## config.mk

```make
export PLATFORM = sky130hd
export DESIGN_NAME = vga_tile_renderer
export DESIGN_NICKNAME = d
export VERILOG_FILES = /design/src/rtl/bombman_pkg.sv /design/src/rtl/vga_timing_gen.sv /design/src/rtl/vga_tile_renderer.sv
export SDC_FILE = /design/constraint.sdc
export NUM_CORES = 1
export LEC_CHECK = 0
export ABC_CLOCK_PERIOD_IN_PS = 3900
export BUFFER_PORTS_ARGS = -buffer_cell sky130_fd_sc_hd__clkbuf_2
export CELL_PAD_IN_SITES_DETAIL_PLACEMENT = 1
export CELL_PAD_IN_SITES_GLOBAL_PLACEMENT = 1
export CORE_MARGIN = 2
export CORE_UTILIZATION = 35
export DETAILED_ROUTE_END_ITERATION = 10
export GPL_TIMING_DRIVEN = 0
export HOLD_SLACK_MARGIN = 0.06
export PLACE_DENSITY = 0.74
export SYNTH_ARGS = -nofsm -noshare
export SYNTH_HDL_FRONTEND = slang
export SYNTH_HIERARCHICAL = 1
export SYNTH_SLANG_ARGS = --single-unit
```

## constraint.sdc

```tcl
create_clock -name pixel_clk -period 3.9 [get_ports pixel_clk]
set_clock_uncertainty 0.05 [all_clocks]
set_input_delay 0 -clock pixel_clk [delete_from_list [all_inputs] [get_ports pixel_clk]]
set_output_delay 0 -clock pixel_clk [all_outputs]
set_load 0.02 [all_outputs]
```

## src/rtl/bombman_pkg.sv

```systemverilog
// Shared definitions for the BombMan display path: cell codes, game-over
// encoding, default 640x480 timing and the cell-code palette.
package bombman_pkg;

    // Cell codes stored in the game-state memory
    localparam logic [2:0] CELL_BG        = 3'd0;
    localparam logic [2:0] CELL_BLOCK     = 3'd1;
    localparam logic [2:0] CELL_P1        = 3'd2;
    localparam logic [2:0] CELL_P2        = 3'd3;
    localparam logic [2:0] CELL_BOMB_NEW  = 3'd4;
    localparam logic [2:0] CELL_BOMB_AGED = 3'd5;
    localparam logic [2:0] CELL_EXPLODE   = 3'd6;
    localparam logic [2:0] CELL_RSVD      = 3'd7;

    // game_over encoding
    localparam logic [1:0] GO_PLAYING = 2'd0;
    localparam logic [1:0] GO_P1_WIN  = 2'd1;
    localparam logic [1:0] GO_P2_WIN  = 2'd2;
    localparam logic [1:0] GO_DRAW    = 2'd3;

    // Default 640x480 @ 60 Hz timing (25 MHz pixel clock)
    localparam int DEF_H_ACTIVE = 640;
    localparam int DEF_H_FP     = 16;
    localparam int DEF_H_SYNC   = 96;
    localparam int DEF_H_BP     = 48;
    localparam int DEF_V_ACTIVE = 480;
    localparam int DEF_V_FP     = 10;
    localparam int DEF_V_SYNC   = 2;
    localparam int DEF_V_BP     = 29;

    // Packed colours {R[2:0], G[2:0], B[1:0]}
    localparam logic [7:0] RGB_BLACK = 8'b000_000_00;
    localparam logic [7:0] RGB_WHITE = 8'b111_111_11;
    localparam logic [7:0] RGB_RED   = 8'b111_000_00;
    localparam logic [7:0] RGB_BLUE  = 8'b000_000_11;

    // Cell code to packed colour; the reserved code renders black
    function automatic logic [7:0] palette_rgb(input logic [2:0] code);
        logic [7:0] rgb;
        case (code)
            CELL_BG:        rgb = {3'd7, 3'd7, 2'd3};
            CELL_BLOCK:     rgb = {3'd6, 3'd7, 2'd3};
            CELL_P1:        rgb = {3'd5, 3'd7, 2'd3};
            CELL_P2:        rgb = {3'd4, 3'd7, 2'd3};
            CELL_BOMB_NEW:  rgb = {3'd3, 3'd7, 2'd3};
            CELL_BOMB_AGED: rgb = {3'd2, 3'd7, 2'd3};
            CELL_EXPLODE:   rgb = {3'd1, 3'd7, 2'd3};
            default:        rgb = RGB_BLACK;
        endcase
        return rgb;
    endfunction

endpackage

```

## src/rtl/vga_timing_gen.sv

```systemverilog
// Raster counters for the VGA display: owns hc/vc and derives the raw
// (undelayed) sync, visible-area and line/frame boundary strobes.
module vga_timing_gen #(
    parameter int H_ACTIVE = 640,
    parameter int H_FP     = 16,
    parameter int H_SYNC   = 96,
    parameter int H_BP     = 48,
    parameter int V_ACTIVE = 480,
    parameter int V_FP     = 10,
    parameter int V_SYNC   = 2,
    parameter int V_BP     = 29,
    parameter int HC_W     = $clog2(H_ACTIVE + H_FP + H_SYNC + H_BP),
    parameter int VC_W     = $clog2(V_ACTIVE + V_FP + V_SYNC + V_BP)
) (
    input  logic pixel_clk_i,
    input  logic rst_i,
    output logic hsync_raw_o,
    output logic vsync_raw_o,
    output logic active_raw_o,
    output logic line_end_o,
    output logic frame_end_o,
    output logic origin_o
);

    localparam int H_TOTAL  = H_ACTIVE + H_FP + H_SYNC + H_BP;
    localparam int V_TOTAL  = V_ACTIVE + V_FP + V_SYNC + V_BP;
    localparam int HS_START = H_ACTIVE + H_FP;
    localparam int HS_END   = H_ACTIVE + H_FP + H_SYNC;
    localparam int VS_START = V_ACTIVE + V_FP;
    localparam int VS_END   = V_ACTIVE + V_FP + V_SYNC;

    logic [HC_W-1:0] hc_q, hc_d;
    logic [VC_W-1:0] vc_q, vc_d;
    logic            last_line;

    assign line_end_o   = (hc_q == HC_W'(H_TOTAL - 1));
    assign last_line    = (vc_q == VC_W'(V_TOTAL - 1));
    assign frame_end_o  = line_end_o && last_line;
    assign origin_o     = (hc_q == '0) && (vc_q == '0);
    assign active_raw_o = (int'(hc_q) < H_ACTIVE) && (int'(vc_q) < V_ACTIVE);
    assign hsync_raw_o  = !((int'(hc_q) >= HS_START) && (int'(hc_q) < HS_END));
    assign vsync_raw_o  = !((int'(vc_q) >= VS_START) && (int'(vc_q) < VS_END));

    // Next raster position: hc wraps each line, vc advances on hc wrap
    always_comb begin
        hc_d = hc_q + HC_W'(1);
        vc_d = vc_q;
        if (line_end_o) begin
            hc_d = '0;
            vc_d = last_line ? '0 : vc_q + VC_W'(1);
        end
    end

    // Raster counter registers, restart at the origin on reset
    always_ff @(posedge pixel_clk_i or posedge rst_i) begin
        if (rst_i) begin
            hc_q <= '0;
            vc_q <= '0;
        end else begin
            hc_q <= hc_d;
            vc_q <= vc_d;
        end
    end

endmodule

```

## src/rtl/vga_tile_renderer.sv

```systemverilog
// Tile-map VGA renderer: walks the tile grid with divider-free counters,
// fetches one cell code per pixel from a synchronous-read memory and
// colours it through the palette or a frame-latched game-over overlay.
// tile_addr leads the raster by one cycle so colour lands two cycles
// after the pixel's counter position, aligned with the delayed syncs.
module vga_tile_renderer
    import bombman_pkg::*;
#(
    parameter int H_ACTIVE  = DEF_H_ACTIVE,
    parameter int H_FP      = DEF_H_FP,
    parameter int H_SYNC    = DEF_H_SYNC,
    parameter int H_BP      = DEF_H_BP,
    parameter int V_ACTIVE  = DEF_V_ACTIVE,
    parameter int V_FP      = DEF_V_FP,
    parameter int V_SYNC    = DEF_V_SYNC,
    parameter int V_BP      = DEF_V_BP,
    parameter int GRID_COLS = 10,
    parameter int GRID_ROWS = 10,
    parameter int TILE_W    = 64,
    parameter int TILE_H    = 48,
    parameter int CODE_W    = 3,
    parameter int ADDR_W    = $clog2(GRID_COLS * GRID_ROWS)
) (
    input  logic              pixel_clk,
    input  logic              rst,
    output logic [ADDR_W-1:0] tile_addr,
    input  logic [CODE_W-1:0] tile_code,
    input  logic [1:0]        game_over,
    output logic              hsync,
    output logic              vsync,
    output logic [2:0]        red,
    output logic [2:0]        green,
    output logic [1:0]        blue,
    output logic              active,
    output logic              frame_start
);

    localparam int H_TOTAL = H_ACTIVE + H_FP + H_SYNC + H_BP;
    localparam int V_TOTAL = V_ACTIVE + V_FP + V_SYNC + V_BP;
    localparam int HC_W    = $clog2(H_TOTAL);
    localparam int VC_W    = $clog2(V_TOTAL);
    localparam int SX_W    = $clog2(TILE_W + 1);
    localparam int SY_W    = $clog2(TILE_H + 1);
    localparam int COL_W   = $clog2(GRID_COLS + 1);
    localparam int ROW_W   = $clog2(GRID_ROWS + 1);

    logic hsync_raw, vsync_raw, active_raw, line_end, frame_end, origin;

    vga_timing_gen #(
        .H_ACTIVE (H_ACTIVE),
        .H_FP     (H_FP),
        .H_SYNC   (H_SYNC),
        .H_BP     (H_BP),
        .V_ACTIVE (V_ACTIVE),
        .V_FP     (V_FP),
        .V_SYNC   (V_SYNC),
        .V_BP     (V_BP),
        .HC_W     (HC_W),
        .VC_W     (VC_W)
    ) u_timing (
        .pixel_clk_i  (pixel_clk),
        .rst_i        (rst),
        .hsync_raw_o  (hsync_raw),
        .vsync_raw_o  (vsync_raw),
        .active_raw_o (active_raw),
        .line_end_o   (line_end),
        .frame_end_o  (frame_end),
        .origin_o     (origin)
    );

    // Stage 0: tile counters for the current pixel and their next values
    logic [SX_W-1:0]   sub_x_q, sub_x_d;
    logic [SY_W-1:0]   sub_y_q, sub_y_d;
    logic [COL_W-1:0]  col_q, col_d;
    logic [ROW_W-1:0]  row_q, row_d;
    logic [ADDR_W-1:0] tile_addr_q, addr_d;
    logic              in_grid_q, in_grid_d;
    logic [1:0]        mode_q;

    assign in_grid_q = (int'(col_q) < GRID_COLS) && (int'(row_q) < GRID_ROWS);
    assign in_grid_d = (int'(col_d) < GRID_COLS) && (int'(row_d) < GRID_ROWS);
    assign addr_d    = ADDR_W'(int'(row_d) * GRID_COLS + int'(col_d));
    assign tile_addr = tile_addr_q;

    // Advance sub-pixel/tile counters alongside hc/vc; tile indices saturate past the grid
    always_comb begin
        sub_x_d = sub_x_q + SX_W'(1);
        col_d   = col_q;
        sub_y_d = sub_y_q;
        row_d   = row_q;
        if (line_end) begin
            sub_x_d = '0;
            col_d   = '0;
            if (frame_end) begin
                sub_y_d = '0;
                row_d   = '0;
            end else if (sub_y_q == SY_W'(TILE_H - 1)) begin
                sub_y_d = '0;
                if (row_q != ROW_W'(GRID_ROWS)) row_d = row_q + ROW_W'(1);
            end else begin
                sub_y_d = sub_y_q + SY_W'(1);
            end
        end else if (sub_x_q == SX_W'(TILE_W - 1)) begin
            sub_x_d = '0;
            if (col_q != COL_W'(GRID_COLS)) col_d = col_q + COL_W'(1);
        end
    end

    // Tile counters, look-ahead tile address (held outside the grid) and frame-latched mode
    always_ff @(posedge pixel_clk or posedge rst) begin
        if (rst) begin
            sub_x_q     <= '0;
            sub_y_q     <= '0;
            col_q       <= '0;
            row_q       <= '0;
            tile_addr_q <= '0;
            mode_q      <= GO_PLAYING;
        end else begin
            sub_x_q <= sub_x_d;
            sub_y_q <= sub_y_d;
            col_q   <= col_d;
            row_q   <= row_d;
            if (in_grid_d) tile_addr_q <= addr_d;
            if (origin)    mode_q      <= game_over;
        end
    end

    // Stage 1: control delayed one cycle while the cell code is read
    logic hsync_p1, vsync_p1, active_p1, in_grid_p1, fs_p1, checker_p1;

    // First delay stage for sync, visibility, grid and frame markers
    always_ff @(posedge pixel_clk or posedge rst) begin
        if (rst) begin
            hsync_p1   <= 1'b1;
            vsync_p1   <= 1'b1;
            active_p1  <= 1'b0;
            in_grid_p1 <= 1'b0;
            fs_p1      <= 1'b0;
        end else begin
            hsync_p1   <= hsync_raw;
            vsync_p1   <= vsync_raw;
            active_p1  <= active_raw;
            in_grid_p1 <= in_grid_q;
            fs_p1      <= origin;
        end
    end

    // Checkerboard parity travels with the pixel; pure data, no reset needed
    always_ff @(posedge pixel_clk) begin
        checker_p1 <= col_q[0] ^ row_q[0];
    end

    // Stage 2: colour selection and registered outputs
    logic [7:0] rgb_d, rgb_q;
    logic       hsync_q, vsync_q, active_q, fs_q;

    // Border and blanking are black; otherwise palette or overlay by latched mode
    always_comb begin
        rgb_d = RGB_BLACK;
        if (active_p1 && in_grid_p1) begin
            case (mode_q)
                GO_PLAYING: rgb_d = palette_rgb(3'(tile_code));
                GO_P1_WIN:  rgb_d = RGB_RED;
                GO_P2_WIN:  rgb_d = RGB_BLUE;
                default:    rgb_d = checker_p1 ? RGB_WHITE : RGB_BLACK;
            endcase
        end
    end

    // Output registers, colour aligned with the twice-delayed control
    always_ff @(posedge pixel_clk or posedge rst) begin
        if (rst) begin
            rgb_q    <= RGB_BLACK;
            hsync_q  <= 1'b1;
            vsync_q  <= 1'b1;
            active_q <= 1'b0;
            fs_q     <= 1'b0;
        end else begin
            rgb_q    <= rgb_d;
            hsync_q  <= hsync_p1;
            vsync_q  <= vsync_p1;
            active_q <= active_p1;
            fs_q     <= fs_p1;
        end
    end

    assign red         = rgb_q[7:5];
    assign green       = rgb_q[4:2];
    assign blue        = rgb_q[1:0];
    assign hsync       = hsync_q;
    assign vsync       = vsync_q;
    assign active      = active_q;
    assign frame_start = fs_q;

endmodule

```

==> flow_summary.toml <==
[sta]
timing.final.crit_share_pct = 95.51
setup_ws_ns = 0.1752
min_period_ns = 3.725
fmax_mhz = 268.5
hold_viol_final = 0
maxSlewHeadroom_pct = 44.69
setup_viol = 0
drv_slew = 0
tightest_slew_ns = 0.8287

[setup_path]
worstReg2RegStart = "u_timing/hc_q[6]$_DFF_PP0_"
critPathKind = "flop to flop"
end_kind = "flop"
cp_max_fo = 7
critPathLaunchType = "flop"
slowest_delay_ns = 0.53
cp_num_buf_inv = 4
cp_num_cells = 18
startpoint = "u_timing/hc_q[6]$_DFF_PP0_"
cp_slowest_cell = "fa_1"
cp.arrival_ns = 3.91
cp_top_family = "simple AND/OR/NAND/NOR gates"
r2r_setup_slack_ns = 0.18
worstRegToRegCells = 18
path_cells = "buf_8 > nor4b_4 > nand3_4 > inv_4 > buf_12 > nand4_1 > nor2_4 > nor2_1 > a221o_1 > inv_2 > ha_4 > ha_4 > fa_1 > nand2_1 > nor2_2 > xnor2_1 > xnor2_1 > mux2_4"
cp-endpoint = "tile_addr[6]$_DFFE_PP0P_"
cp.required_ns = 4.09
rr_endpoint = "tile_addr[6]$_DFFE_PP0P_"

[grt]
grt_pass1_wl_mm = 13.05
grt.total_usage_pct = 16.12
overflow = 0
grt_pass1_vias = 2714
grt_max_degree = 43
antenna_found_initial = 0

[synth]
synth_top_area_share_pct = 44.68
synth-seq-cells = 65
synth_top_family_by_area = "simple AND/OR/NAND/NOR gates"
synth.largest_area_cell = "dfrtp_1"
yosysWarnings = 6
synthMuxAreaShare_pct = 3.909
ys_top_cells_by_count = "dfrtp_1 (60), nor2_1 (21), inv_1 (18), nand3_1 (17), xnor2_1 (17)"
yosys.area_share.simple_pct = 18.32
synth.distinct_cells = 58
synth_area_leaders = "dfrtp_1 (45%), ha_1 (6.0%), xnor2_1 (4.4%)"
avgSynthCellArea_um2 = 10.84
synth-compound-area-share_pct = 9.978
ys_async_sr_fraction_pct = 98.46
syn_area_um2 = 3361
synthCells = 310
synth_edf_count = 0
yosysMostFrequentCell = "dfrtp_1"
synth_flop_cell = "dfrtp_1"
seq_area_frac_synth_pct = 48.40
synth-xor-area-share_pct = 7.558
synth_nets = 335
synth_fa_ha_area_share_pct = 7.148

[placed_design]
hpwl_mm = 5.050
dp_slack_ns = -0.5252
post_dp_cell_area_um2 = 3667
gp_congestion = 0.7602
dp.cells = 465
port_buffers = 25

[clock_network]
cts_buffer_depth = 2
root_buffer = "clkbuf_8"
cts_num_sinks = 65
clkTransAtPathRegs_ns = 0.08
cts_max_level = 3
numCtsBuffers = 9
insertion_delay_ns = 0.35
cts_tree = "done"

[floorplanning]
die_h_um = 102.0
start_util_pct = 36.20
rows = 35
ioPinCount = 26
core_um2 = 9284
die_w_um = 102.0
die_area_um2 = 10400

[final_layout]
drive_above_1_share_pct = 32.82
antenna_cells = 0
nFillCells = 1038
fin_cells = 522
finalInstanceArea_um2 = 4302
seqCellArea_um2 = 1628
nNetsFinal = 413
multi_input_area_um2 = 1665
syn_to_final_growth_pct = 28.00

[route]
drtAntennaViolNets = 0
vias_per_cell = 4.975
remaining_drc_errors = 0
drtIter0Drc = 109
drtPass1Iterations = 4
wirelength_mm = 8.124
vias = 2597
wire_per_inst_um = 15.56

[status]
status = "finished, final reports clean"

[power]
ir_worst_vdd_mv = 0.1302
power.total_w = 0.001299
cellPowerDensity_nw_per_um2 = 302.0
leakage_nw = 2.064

[flow_run]
maxCapViolCount = 0

[min_path]
hp-class = "input port to async pin"
==> power breakdown <==
group / total [W] / leakage (nW) / internal (W) / switching (W)
sequential: 0.000681 / 0.829 / 0.000678 / 0.00000296
clock: 0.000571 / 0.0912 / 0.000293 / 0.000277
combinational: 0.0000474 / 1.14 / 0.0000183 / 0.0000291
==> registers in the layout, summed over array words and instances, names as in the netlist, 2 cells and up <==
name / flops
col_q: 4
mode_q: 2
rgb_q: 5
row_q: 4
sub_x_q: 7
sub_y_q: 6
tile_addr: 7
u_timing/hc_q: 10
u_timing/vc_q: 10
==> cells in the final DEF, fill, tap and decap left out, drive strengths merged, types with 4 or more instances in the layout <==
cell	instances
dfstp	4
o21ai	17
mux2	7
nand2	15
nand3	18
clkbuf	37
a21o	5
nor3	8
xnor2	17
and2	4
dlygate4sd3	6
nand4	13
a21oi	14
nor2b	4
and3	6
inv	19
nor2	22
dfrtp	60
ha	16
xor2	12
buf	45
nor4b	4
==> metal layers <==
layer / GRT usage (%) / routed length, um / vias to the layer above
met5: 0 / 0 / -
met4: 6.051 / 133 / 0
met3: 3.762 / 236 / 14
met2: 26.92 / 3989 / 42
met1: 20.40 / 3765 / 1295
li1: - / - / 1246
==> tightest hold or removal path: stages <==
cell	delay, ns
dlygate4sd3_1	0.53
clkbuf_2	0.12
inv_2	0.09
==> metrics by stage <==
stage / TNS, ns / utilization, % / hold WS (ns)
after floorplan: 0 / - / -0.08617
after global placement: -0.6117 / 39.29 / 0.1348
after detailed placement: -0.7566 / 39.50 / 0.001535
after CTS: 0 / 43.79 / 0.1841
after global routing: -0.05361 / 46.33 / 0.2017
final: 0 / 46.33 / 0.1856
==> how the worst min path moves through the flow <==
| stage | depth (start not counted) | endpoint | start | slack [ns] |
|---|---|---|---|---|
| 6_report | 3 | hsync_p1$_DFF_PP1_ | rst | 0.19 |
| 5_1_grt | 3 | hsync_p1$_DFF_PP1_ | rst | 0.20 |
| 4_1_cts | 3 | hsync$_DFF_PP1_ | rst | 0.18 |
| 3_5_place_dp | 2 | hsync_p1$_DFF_PP1_ | rst | 0.002 |
| 3_3_place_gp | 2 | u_timing/hc_q[7]$_DFF_PP0_ | rst | 0.13 |
| 2_1_floorplan | 1 | u_timing/hc_q[0]$_DFF_PP0_ | rst | -0.09 |
==> final cells by class <==
class | count | share of cell area (%)
multi-input combinational | 214 | 38.71
sequential | 65 | 37.84
timing repair buffer | 67 | 10.97
tap | 129 | 3.752
clock buffer | 9 | 2.880
buffer | 12 | 2.472
inverter | 19 | 1.716
clock inverter | 7 | 1.658
==> logic make-up (layout without fill, tap and decap cells) <==
logic type / after synthesis / count (layout)
DFF: 65 / 65
AOI/OAI and AO/OA: 50 / 50
buffers and inverters: 31 / 114
muxes: 10 / 10
and+or+nand+nor: 107 / 107
adders and majority gates: 18 / 18
xor gates and xnor gates: 29 / 29
==> timing repair <==
action,in CTS,in global routing
cloned,0,0
hold buffers,6,0
pin swaps,5,13
setup buffers,11,24
gates resized for setup,17,14
setup endpoints to repair,3,3
hold endpoints to repair,70,0
No activity file was read; power rests on OpenSTA's default activity.
